$ cat src/rtl/vram_rect_writer_if.sv
// -----------------------------------------------------------------------------
// vram_rect_writer_if
//   Bundles the two buses of the rectangle writer:
//     command side : cmd_valid/cmd_ready handshake plus the rectangle fields
//     VRAM side    : vram_we/vram_wready write request with address and data
//   master modport : the command source / VRAM model (drives commands, wready)
//   slave  modport : the rectangle writer itself
// -----------------------------------------------------------------------------
interface vram_rect_writer_if #(
  parameter int AW = 19,
  parameter int DW = 12
);
  logic          cmd_valid;
  logic          cmd_ready;
  logic          cmd_clear;
  logic [9:0]    cmd_x;
  logic [9:0]    cmd_y;
  logic [9:0]    cmd_w;
  logic [9:0]    cmd_h;
  logic [DW-1:0] cmd_color;
  logic          vram_we;
  logic          vram_wready;
  logic [AW-1:0] vram_waddr;
  logic [DW-1:0] vram_wdata;

  modport master (
    output cmd_valid, cmd_clear, cmd_x, cmd_y, cmd_w, cmd_h, cmd_color,
    output vram_wready,
    input  cmd_ready, vram_we, vram_waddr, vram_wdata
  );

  modport slave (
    input  cmd_valid, cmd_clear, cmd_x, cmd_y, cmd_w, cmd_h, cmd_color,
    input  vram_wready,
    output cmd_ready, vram_we, vram_waddr, vram_wdata
  );
endinterface

$ cat src/rtl/vram_rect_writer.sv
// -----------------------------------------------------------------------------
// vram_rect_writer
//   Write side of the 640x480x12 frame buffer. Accepts one rectangle-fill
//   command at a time, clips it to the visible area and streams one pixel
//   write per accepted cycle in raster order at address row*640+col.
//   Ports:
//     clk, rst_n : clock, asynchronous active-low reset
//     bus        : vram_rect_writer_if.slave (command handshake + VRAM write)
//     busy_o     : a command is in SETUP, DRAW or DONE
//     done_o     : one-cycle pulse when a command completes
// -----------------------------------------------------------------------------
module vram_rect_writer #(
  parameter int H_RES = 640,
  parameter int V_RES = 480,
  parameter int AW    = 19,
  parameter int DW    = 12
) (
  input  logic               clk,
  input  logic               rst_n,
  vram_rect_writer_if.slave  bus,
  output logic               busy_o,
  output logic               done_o
);

  typedef enum logic [1:0] {S_IDLE, S_SETUP, S_DRAW, S_DONE} state_e;

  localparam logic [10:0]   H_END  = 11'(H_RES);
  localparam logic [10:0]   V_END  = 11'(V_RES);
  localparam logic [AW-1:0] STRIDE = AW'(H_RES);

  state_e state_q, state_d;

  // Latched command fields.
  logic          clear_q;
  logic [9:0]    x_q, y_q, w_q, h_q;
  logic [DW-1:0] color_q;

  // Clipped bounds and raster walk position.
  logic [10:0]   xs_q, xe_q, ye_q;
  logic [10:0]   col_q, row_q;
  logic [AW-1:0] base_q, addr_q;

  // SETUP-cycle clipping (11-bit, so x+w never wraps).
  logic [10:0]   x_s, y_s, x_sum, y_sum, x_e, y_e;
  logic [AW-1:0] start_addr;
  logic          empty;
  logic          last_col, last_row;

  always_comb begin
    x_s   = clear_q ? 11'd0 : {1'b0, x_q};
    y_s   = clear_q ? 11'd0 : {1'b0, y_q};
    x_sum = {1'b0, x_q} + {1'b0, w_q};
    y_sum = {1'b0, y_q} + {1'b0, h_q};
    x_e   = clear_q ? H_END : ((x_sum > H_END) ? H_END : x_sum);
    y_e   = clear_q ? V_END : ((y_sum > V_END) ? V_END : y_sum);
    empty = !clear_q && (({1'b0, x_q} >= H_END) || ({1'b0, y_q} >= V_END) ||
                         (w_q == 10'd0) || (h_q == 10'd0));
    // y*640 as two shifts; the only multiply-like term, evaluated once per
    // command rather than per pixel.
    start_addr = (AW'(y_s) << 9) + (AW'(y_s) << 7) + AW'(x_s);
    last_col   = (col_q == (xe_q - 11'd1));
    last_row   = (row_q == (ye_q - 11'd1));
  end

  // NOTE: every output of this block gets a default first, so no path leaves
  // a signal unassigned and no latch is inferred.
  always_comb begin
    state_d        = state_q;
    bus.cmd_ready  = 1'b0;
    bus.vram_we    = 1'b0;
    busy_o         = 1'b1;
    done_o         = 1'b0;
    unique case (state_q)
      S_IDLE: begin
        bus.cmd_ready = 1'b1;
        busy_o        = 1'b0;
        if (bus.cmd_valid) state_d = S_SETUP;
      end
      S_SETUP: state_d = empty ? S_DONE : S_DRAW;
      S_DRAW: begin
        bus.vram_we = 1'b1;
        if (bus.vram_wready && last_col && last_row) state_d = S_DONE;
      end
      S_DONE: begin
        done_o  = 1'b1;
        state_d = S_IDLE;
      end
      default: state_d = S_IDLE;
    endcase
  end

  always_ff @(posedge clk or negedge rst_n) begin
    if (!rst_n) state_q <= S_IDLE;
    else        state_q <= state_d;
  end

  // NOTE: the whole datapath is reset, not just the FSM, because waddr and
  // wdata are visible outputs with a defined reset value of zero.
  always_ff @(posedge clk or negedge rst_n) begin
    if (!rst_n) begin
      clear_q <= 1'b0;
      x_q     <= '0;
      y_q     <= '0;
      w_q     <= '0;
      h_q     <= '0;
      color_q <= '0;
      xs_q    <= '0;
      xe_q    <= '0;
      ye_q    <= '0;
      col_q   <= '0;
      row_q   <= '0;
      base_q  <= '0;
      addr_q  <= '0;
    end else begin
      // NOTE: non-blocking assignments throughout, so every register here
      // samples the pre-edge values of its neighbours regardless of order.
      unique case (state_q)
        S_IDLE: begin
          if (bus.cmd_valid) begin
            clear_q <= bus.cmd_clear;
            x_q     <= bus.cmd_x;
            y_q     <= bus.cmd_y;
            w_q     <= bus.cmd_w;
            h_q     <= bus.cmd_h;
            color_q <= bus.cmd_color;
          end
        end
        S_SETUP: begin
          xs_q  <= x_s;
          xe_q  <= x_e;
          ye_q  <= y_e;
          col_q <= x_s;
          row_q <= y_s;
          // An empty command never loads the address, so out-of-range starts
          // are never driven onto the bus.
          if (!empty) begin
            base_q <= start_addr;
            addr_q <= start_addr;
          end
        end
        S_DRAW: begin
          if (bus.vram_wready) begin
            if (!last_col) begin
              col_q  <= col_q + 11'd1;
              addr_q <= addr_q + AW'(1);
            end else if (!last_row) begin
              col_q  <= xs_q;
              row_q  <= row_q + 11'd1;
              base_q <= base_q + STRIDE;
              addr_q <= base_q + STRIDE;
            end
          end
        end
        default: ;
      endcase
    end
  end

  assign bus.vram_waddr = addr_q;
  assign bus.vram_wdata = color_q;

endmodule

$ cat src/flat_wrapper.sv
// flat-port wrapper written by rule: the top's interface ports become plain ports
module vram_rect_writer_flat 
#(
  parameter int H_RES = 640,
  parameter int V_RES = 480,
  parameter int AW    = 19,
  parameter int DW    = 12
)
  (clk, rst_n, busy_o, done_o, bus_cmd_valid, bus_cmd_clear, bus_cmd_x, bus_cmd_y, bus_cmd_w, bus_cmd_h, bus_cmd_color, bus_vram_wready, bus_cmd_ready, bus_vram_we, bus_vram_waddr, bus_vram_wdata);
  vram_rect_writer_if #(.AW(AW), .DW(DW)) bus_i ();
  input  logic clk;
  input  logic rst_n;
  output logic busy_o;
  output logic done_o;
  input wire logic [$bits(bus_i.cmd_valid)-1:0] bus_cmd_valid;
  input wire logic [$bits(bus_i.cmd_clear)-1:0] bus_cmd_clear;
  input wire logic [$bits(bus_i.cmd_x)-1:0] bus_cmd_x;
  input wire logic [$bits(bus_i.cmd_y)-1:0] bus_cmd_y;
  input wire logic [$bits(bus_i.cmd_w)-1:0] bus_cmd_w;
  input wire logic [$bits(bus_i.cmd_h)-1:0] bus_cmd_h;
  input wire logic [$bits(bus_i.cmd_color)-1:0] bus_cmd_color;
  input wire logic [$bits(bus_i.vram_wready)-1:0] bus_vram_wready;
  output wire logic [$bits(bus_i.cmd_ready)-1:0] bus_cmd_ready;
  output wire logic [$bits(bus_i.vram_we)-1:0] bus_vram_we;
  output wire logic [$bits(bus_i.vram_waddr)-1:0] bus_vram_waddr;
  output wire logic [$bits(bus_i.vram_wdata)-1:0] bus_vram_wdata;
  assign bus_i.cmd_valid = bus_cmd_valid;
  assign bus_i.cmd_clear = bus_cmd_clear;
  assign bus_i.cmd_x = bus_cmd_x;
  assign bus_i.cmd_y = bus_cmd_y;
  assign bus_i.cmd_w = bus_cmd_w;
  assign bus_i.cmd_h = bus_cmd_h;
  assign bus_i.cmd_color = bus_cmd_color;
  assign bus_i.vram_wready = bus_vram_wready;
  assign bus_cmd_ready = bus_i.cmd_ready;
  assign bus_vram_we = bus_i.vram_we;
  assign bus_vram_waddr = bus_i.vram_waddr;
  assign bus_vram_wdata = bus_i.vram_wdata;
  vram_rect_writer #(.H_RES(H_RES), .V_RES(V_RES), .AW(AW), .DW(DW)) u_core (.clk(clk), .rst_n(rst_n), .bus(bus_i), .busy_o(busy_o), .done_o(done_o));
endmodule
$ cat config.mk
export PLATFORM = sky130hd
export DESIGN_NAME = vram_rect_writer_flat
export DESIGN_NICKNAME = d
export VERILOG_FILES = /design/src/rtl/vram_rect_writer_if.sv /design/src/rtl/vram_rect_writer.sv /design/src/flat_wrapper.sv
export SDC_FILE = /design/constraint.sdc
export NUM_CORES = 1
export LEC_CHECK = 0
export CAP_MARGIN = 5
export CORE_AREA = 2 2 192 175
export DETAILED_ROUTE_END_ITERATION = 16
export DIE_AREA = 0 0 194 177
export HOLD_SLACK_MARGIN = 0.15
export PLACE_DENSITY = 0.49
export SLEW_MARGIN = 20
export SYNTH_ARGS = -nofsm -noshare
export SYNTH_HDL_FRONTEND = slang
export SYNTH_SLANG_ARGS = --single-unit
export TNS_END_PERCENT = 20
$ cat constraint.sdc
create_clock -name clk -period 3.3 [get_ports clk]
set_clock_uncertainty 0.2 [all_clocks]
set_input_delay 0.66 -clock clk [delete_from_list [all_inputs] [get_ports clk]]
set_output_delay 0.66 -clock clk [all_outputs]
set_load 0.01 [all_outputs]
=== Yosys cells after proc, flatten, opt, wreduce, memory -nomap -nowiden ===
Index checks and enable logic that the tools add are counted.

* Bits of input ports: 57
* Output and inout bits: 35
* Logic and storage cells: 87
* Register bits after elaboration: 148

* $add $sub $neg: 10
* Reduce and logical (&&, ||, !) cells: 17
* Order comparisons: 4
* Muxes and demuxes: 30
* Eq/ne operators: 12

{| class="wikitable"
|+ Operator list
! kind !! number
|-
| 19-bit two-way mux || 6
|-
| 11-bit two-way mux || 10
|-
| 19-bit case mux with 2 select lines || 2
|-
| 11-bit case mux with 2 select lines || 2
|-
| 10-bit by 10-bit adder with 11-bit output || 2
|-
| 11-bit by 1-bit adder with 11-bit output, second input constant || 2
|-
| 11-bit == test || 2
|-
| 11-bit by 1-bit subtractor with 11-bit output, second input constant || 2
|-
| 10-bit logical NOT || 2
|-
| 10-bit two-way mux || 2
|-
| 19-bit by 1-bit adder with 19-bit output, second input constant || 1
|-
| 19-bit by 10-bit adder with 19-bit output, second input constant || 1
|-
| 19-bit by 11-bit adder with 19-bit output || 1
|-
| 19-bit by 18-bit adder with 19-bit output || 1
|-
| 11-bit by 10-bit > comparator with 1-bit output, second input constant || 1
|-
| 11-bit by 9-bit > comparator with 1-bit output, second input constant || 1
|-
| 10-bit greater-or-equal comparator, second input constant || 1
|-
| 10-bit by 9-bit greater-or-equal comparator with 1-bit output, second input constant || 1
|-
| 2-bit != test, second input constant || 4
|-
| 2-bit case mux with 4 select lines || 1
|-
| 4-bit AND reduction || 2
|-
| 1-bit two-way mux || 5
|-
| 5-bit AND reduction || 1
|-
| 2-bit == test, second input constant || 2
|-
| other kinds (11) || 18
|}

=== Longest topological paths before layout ===
* Word-level depth: 7
* Depth in mapped cells: 14
* Depth with buffers taken out: 14

=== Worst setup path before layout ===
No wires, ideal clock.

* Kind: flip-flop to flip-flop
* Start point: register u_core.clear_q
* End point: register u_core.addr_q[18], in the netlist u_core.bus.vram_waddr[18]
* Clock period less this slack: 3329 ps
* Cell stages (with the launch flop): 14
* Required time: 2975 ps
* Buffers on the path: 1
* Setup slack: -29 ps
* Setup time: 125 ps
* Data arrival time: 3004 ps
* Cells stage by stage: dfrtp_1 clkbuf_1 nor2b_1 fa_1 inv_1 fa_1 nor2b_1 o21ai_0 a21oi_1 o41ai_1 o21ai_0 xnor2_1 o221ai_1 mux2_2

{| class="wikitable"
|+ RTL lines
! what !! line !! text
|-
| start, declared || vram_rect_writer.sv:34 || <nowiki>logic clear_q;</nowiki>
|-
| start signal, assigned || vram_rect_writer.sv:120 || <nowiki>clear_q <= bus.cmd_clear;</nowiki>
|-
| 10-bit two-way mux || vram_rect_writer.sv:50 || <nowiki>x_s = clear_q ? 11'd0 : {1'b0, x_q};</nowiki>
|-
| named net u_core.x_s[9] || vram_rect_writer.sv:44 || <nowiki>logic [10:0] x_s, y_s, x_sum, y_sum, x_e, y_e;</nowiki>
|-
| 19-bit by 11-bit adder with 19-bit output || vram_rect_writer.sv:60 || <nowiki>start_addr = (AW'(y_s) << 9) + (AW'(y_s) << 7) + AW'(x_s);</nowiki>
|-
| 19-bit two-way mux || vram_rect_writer.sv:136 || <nowiki>if (!empty) begin</nowiki>
|-
| 19-bit case mux with 2 select lines || vram_rect_writer.sv:117 || <nowiki>unique case (state_q)</nowiki>
|-
| end signal, assigned || vram_rect_writer.sv:138 || <nowiki>addr_q <= start_addr;</nowiki>
|-
| end signal, assigned || vram_rect_writer.sv:145 || <nowiki>addr_q <= addr_q + AW'(1);</nowiki>
|-
| end signal, assigned || vram_rect_writer.sv:150 || <nowiki>addr_q <= base_q + STRIDE;</nowiki>
|-
| end, declared || vram_rect_writer.sv:41 || <nowiki>logic [AW-1:0] base_q, addr_q;</nowiki>
|}

The timed path passes the listed nets, and every way through them passes these cells. The select of a mux whose other input is x is not followed.
A chain may end at the register's enable or synchronous reset.

=== Worst setup path in the final report ===
* Start point: register u_core.xe_q[1]
* End point: register u_core.col_q[1]

* Word-level cells in the longest chain between the ends: 5

{| class="wikitable"
|+ RTL lines
! what !! line !! text
|-
| start, declared || vram_rect_writer.sv:39 || <nowiki>logic [10:0] xs_q, xe_q, ye_q;</nowiki>
|-
| start signal, assigned || vram_rect_writer.sv:108 || <nowiki>xe_q <= '0;</nowiki>
|-
| start signal, assigned || vram_rect_writer.sv:130 || <nowiki>xe_q <= x_e;</nowiki>
|-
| 11-bit by 1-bit subtractor with 11-bit output (*) || vram_rect_writer.sv:61 || <nowiki>last_col = (col_q == (xe_q - 11'd1));</nowiki>
|-
| 11-bit == test (*) || vram_rect_writer.sv:61 ||
|-
| 11-bit two-way mux || vram_rect_writer.sv:143 || <nowiki>if (!last_col) begin</nowiki>
|-
| 11-bit two-way mux || vram_rect_writer.sv:142 || <nowiki>if (bus.vram_wready) begin</nowiki>
|-
| 11-bit case mux with 2 select lines || vram_rect_writer.sv:117 ||
|-
| end signal, assigned || vram_rect_writer.sv:132 || <nowiki>col_q <= x_s;</nowiki>
|-
| end signal, assigned || vram_rect_writer.sv:144 || <nowiki>col_q <= col_q + 11'd1;</nowiki>
|-
| end signal, assigned || vram_rect_writer.sv:147 || <nowiki>col_q <= xs_q;</nowiki>
|-
| end, declared || vram_rect_writer.sv:40 || <nowiki>logic [10:0] col_q, row_q;</nowiki>
|}

Every way passes the cells marked *; elsewhere a longest branch is shown, timed or not. The select of a mux whose other input is x is not followed.

==> metrics.txt <==
via/cell ratio=between 4 and 5; largest area contributor in the netlist=dfrtp_1; Num CTS Buffers=17; Multi-input gate area=between 5000 and 6000 um2; Post-synth EDFFs=0; ANT nets after route=0; Comb pwr share=about three fifths; critical path's slowest cell=or4_4; Synth top area share=~39%; wire per inst=~17 um; FF+latch area=~3700 um2; final cell count without fillers=around 1600; grt peak-use layer=met1; TritonCTS clock tree=done; slowest stage delay, CP=slightly below 0.6 ns; gr usage total=15.6%; Core ar.=around 32000 um2; Setup-failing EPs final=0; Final Hold Vio Count=0; synthesized flop and latch total=between 100 and 150; global routing met3 resource utilization=3.37%; # fillers=roughly 3400; Avg Cell Area, Syn=9.69 um2; Critical Path End Type=flop; Req. time, crit path=around 3.4 ns; Critical Path AT=between 3 and 4 ns; Psw=between 0.005 and 0.006 W; port buffer count=91; sequential share of power=around a quarter; area grow syn2layout=28.2%; I/O pin cnt=92; synth warn=0; post-synthesis cell type count=78; Pleak=5.21 nW; worst skew pair latency=between 0.4 and 0.5 ns; nature of the critical path startpoint=flop; VDD IR max=~0.57 mV; final worst path period share=a little under 100%; Final Max Slew Viols=0; DRC Markers=0; clock root cell=clkbuf_16; ys async rst share=between 90% and 100%; Die W=slightly below 200 um; Slew headroom=55.8%; most used cell, CP=or4_4; met1 Usage GRT=about a quarter; layout cell share with drive strength beyond 1=20.8%; Max-Cap Viols=0; largest net degree at the start of global routing=57; Tmin final=about 3.2 ns; Synth Flop Type=dfrtp_1; initial antenna violation count=1; initial DRC count=~380; critical path type=reg -> reg; Worst-Margin Slew=between 0.6 and 0.7 ns; worst path cell trace=or4_4 > or4_4 > nand3_2 > nor3b_4 > nand2_2 > buf_4 > o31a_1 > mux2_1; placed cells=roughly 1500; Detailed Place HPWL=19500 um; global-route wire length before repair=42700 um; Sink Count=between 100 and 150; Synth Cell Area=approximately 9600 um2; setup ws final=0.0992 ns; H-tree Lvls=4; pre-CTS setup slack=-0.216 ns; Mapped Cells=roughly 1000; Total Power=roughly 0.014 W; RSZ-0062 raised after global routing=yes; Critical Path Fanout Max=5; Final GP Congestion=0.806; Max clock buf depth=2; min-delay worst type=reg -> reg; area of the die=roughly 34000 um2; num rows=63; number of global-route vias before repair=7679; Initial Utilization=a little under 30%; CTS clk-pin slew, worst paths=0.06 ns; Int Pwr=just under 0.008 W; n_diodes=0; grt total ovfl=0; Via Count=between 7000 and 8000; switching share of power=roughly 43%; final WL=about 26000 um; Clock Power Share=15.0%; power per cell area=around 1100 nW/um2; FF-to-FF setup slack=between 0.09 and 0.1 ns; die height=approximately 180 um; fin nets=approximately 1200; sequential element share of the synthesized area=between 30% and 40%; met2 usage=around 23%; syn_nets=1096; DRT Pass-1 Iters=5; status=completed; Max Fclk=~0.31 GHz; top cells by area, synth=dfrtp_1 39%, mux2_2 8.0%, ha_1 6.4%
[power groups by stage]
stage          Sequential [W]  Clock [W]  Combinational, W
2_1_floorplan         0.00327          0           0.00537
3_3_place_gp          0.00351          0           0.00773
3_5_place_dp          0.00352          0           0.00776
4_1_cts               0.00350    0.00209           0.00785
5_1_grt               0.00363    0.00218           0.00899
6_report              0.00350    0.00204           0.00805
[registers in the layout (all words and copies together), names as in the netlist, 11 cells and up]
signal and count:
u_core.base_q 19, u_core.bus.vram_waddr 19, u_core.bus.vram_wdata 12, u_core.col_q 11, u_core.row_q 11, u_core.xe_q 11
u_core.ye_q 11
[through the flow]
| stage | utilization [%] | hold slack (ns) | setup TNS (ns) | cell area [um2] |
|---|---|---|---|---|
| 2_1_floorplan | - | 0.164 | 0 | 9550 |
| 3_3_place_gp | 35.2 | 0.263 | -0.186 | 11400 |
| 3_5_place_dp | 35.2 | 0.268 | -0.903 | 11400 |
| 4_1_cts | 37.2 | 0.284 | -0.0146 | 12100 |
| 5_1_grt | 37.7 | 0.313 | -0.0759 | 12200 |
| 6_report | 37.7 | 0.284 | 0 | 12200 |
[path summary, 6_finish.rpt]
path | from | to | depth (start not counted)
max in group asynchronous | rst_n | u_core.x_q[1] | 3
min in group asynchronous | rst_n | u_core.bus.vram_waddr[3] | 2
worst max register to register | u_core.xe_q[1] | u_core.col_q[1] | 8
worst max-delay path | u_core.xe_q[1] | u_core.col_q[1] | 8
worst min register to register | u_core.base_q[5] | u_core.base_q[5] | 2
worst min-delay path | u_core.base_q[5] | u_core.base_q[5] | 2
[layer usage]
metal | part of all wire, % | wire length [um] | vias to the layer above
li1 | - | - | 3879
met4 | 0.74 | 193 | 0
met2 | 42 | 11000 | 136
met1 | 53 | 13900 | 3725
met5 | 0 | 0 | -
met3 | 4.2 | 1100 | 12
[logic make-up (layout without fill, tap and decap cells)]
family / count (synthesis) / count (layout) / synth area share [%]
flip-flops: 147 / 147 / 38.5
buffers and inverters: 86 / 248 / 3.97
adder cells (fa/ha/maj): 53 / 53 / 7.26
XOR/XNOR: 80 / 80 / 7.34
AND/OR/NAND/NOR: 310 / 310 / 16.7
AO/OA/AOI/OAI: 222 / 222 / 15.9
multiplexers: 88 / 88 / 10.3
[cells in the mapped netlist, types with 6 or more instances]
cell type,instances
and3_1,14
ha_1,49
xnor2_1,51
o21ai_0,54
or4_1,6
dfrtp_1,147
o2bb2ai_1,11
or3_1,8
nor2b_1,24
nand3_1,32
o211ai_1,12
mux2_2,68
clkbuf_1,30
a21oi_1,38
a31oi_1,19
xor2_1,29
nand2b_1,26
nor2_1,70
buf_2,9
nand2_1,68
nor4_1,13
o31ai_1,6
o22ai_1,13
mux2i_1,16
inv_1,37
nor3_1,24
[worst max-delay path, delay by kind of cell (launching register included)]
kind            cells  cell delay (ns)
mux                 1             0.34
buf+inv             1             0.17
flops               1             0.40
simple gates        5             1.59
compound gates      1             0.37
[cell usage in the layout (no fill, tap or decap), types with 20 or more instances in the layout]
cell	netlist	final
a21oi_1	38	36
buf_4	2	82
clkdlybuf4s50_1	0	90
dfrtp_1	147	146
ha_1	49	48
inv_1	37	37
mux2_2	68	68
nand2_1	68	67
nand2b_1	26	26
nand3_1	32	31
nor2_1	70	68
nor2b_1	24	20
nor3_1	24	24
o21ai_0	54	49
xnor2_1	51	50
xor2_1	29	29
[area by class of cell]
cell class,instances,share of cell area [%]
inverters,37,1.13
clock inverters,11,1.24
multi-input cells,753,46.1
repair buffers,180,13.5
clock buffers,20,3.73
flip-flops and latches,147,30.0
well taps,422,4.31
[timing repair]
| action | in CTS | in global routing |
|---|---|---|
| endpoints found under the hold margin | 52 | 0 |
| setup endpoints to repair | 25 | 58 |
| hold buffers | 1 | 0 |
| gates resized for setup | 8 | 31 |
| buffers inserted | 0 | 7 |
| pin swaps | 2 | 15 |
Note: power is estimated with default switching activity, not from simulation.
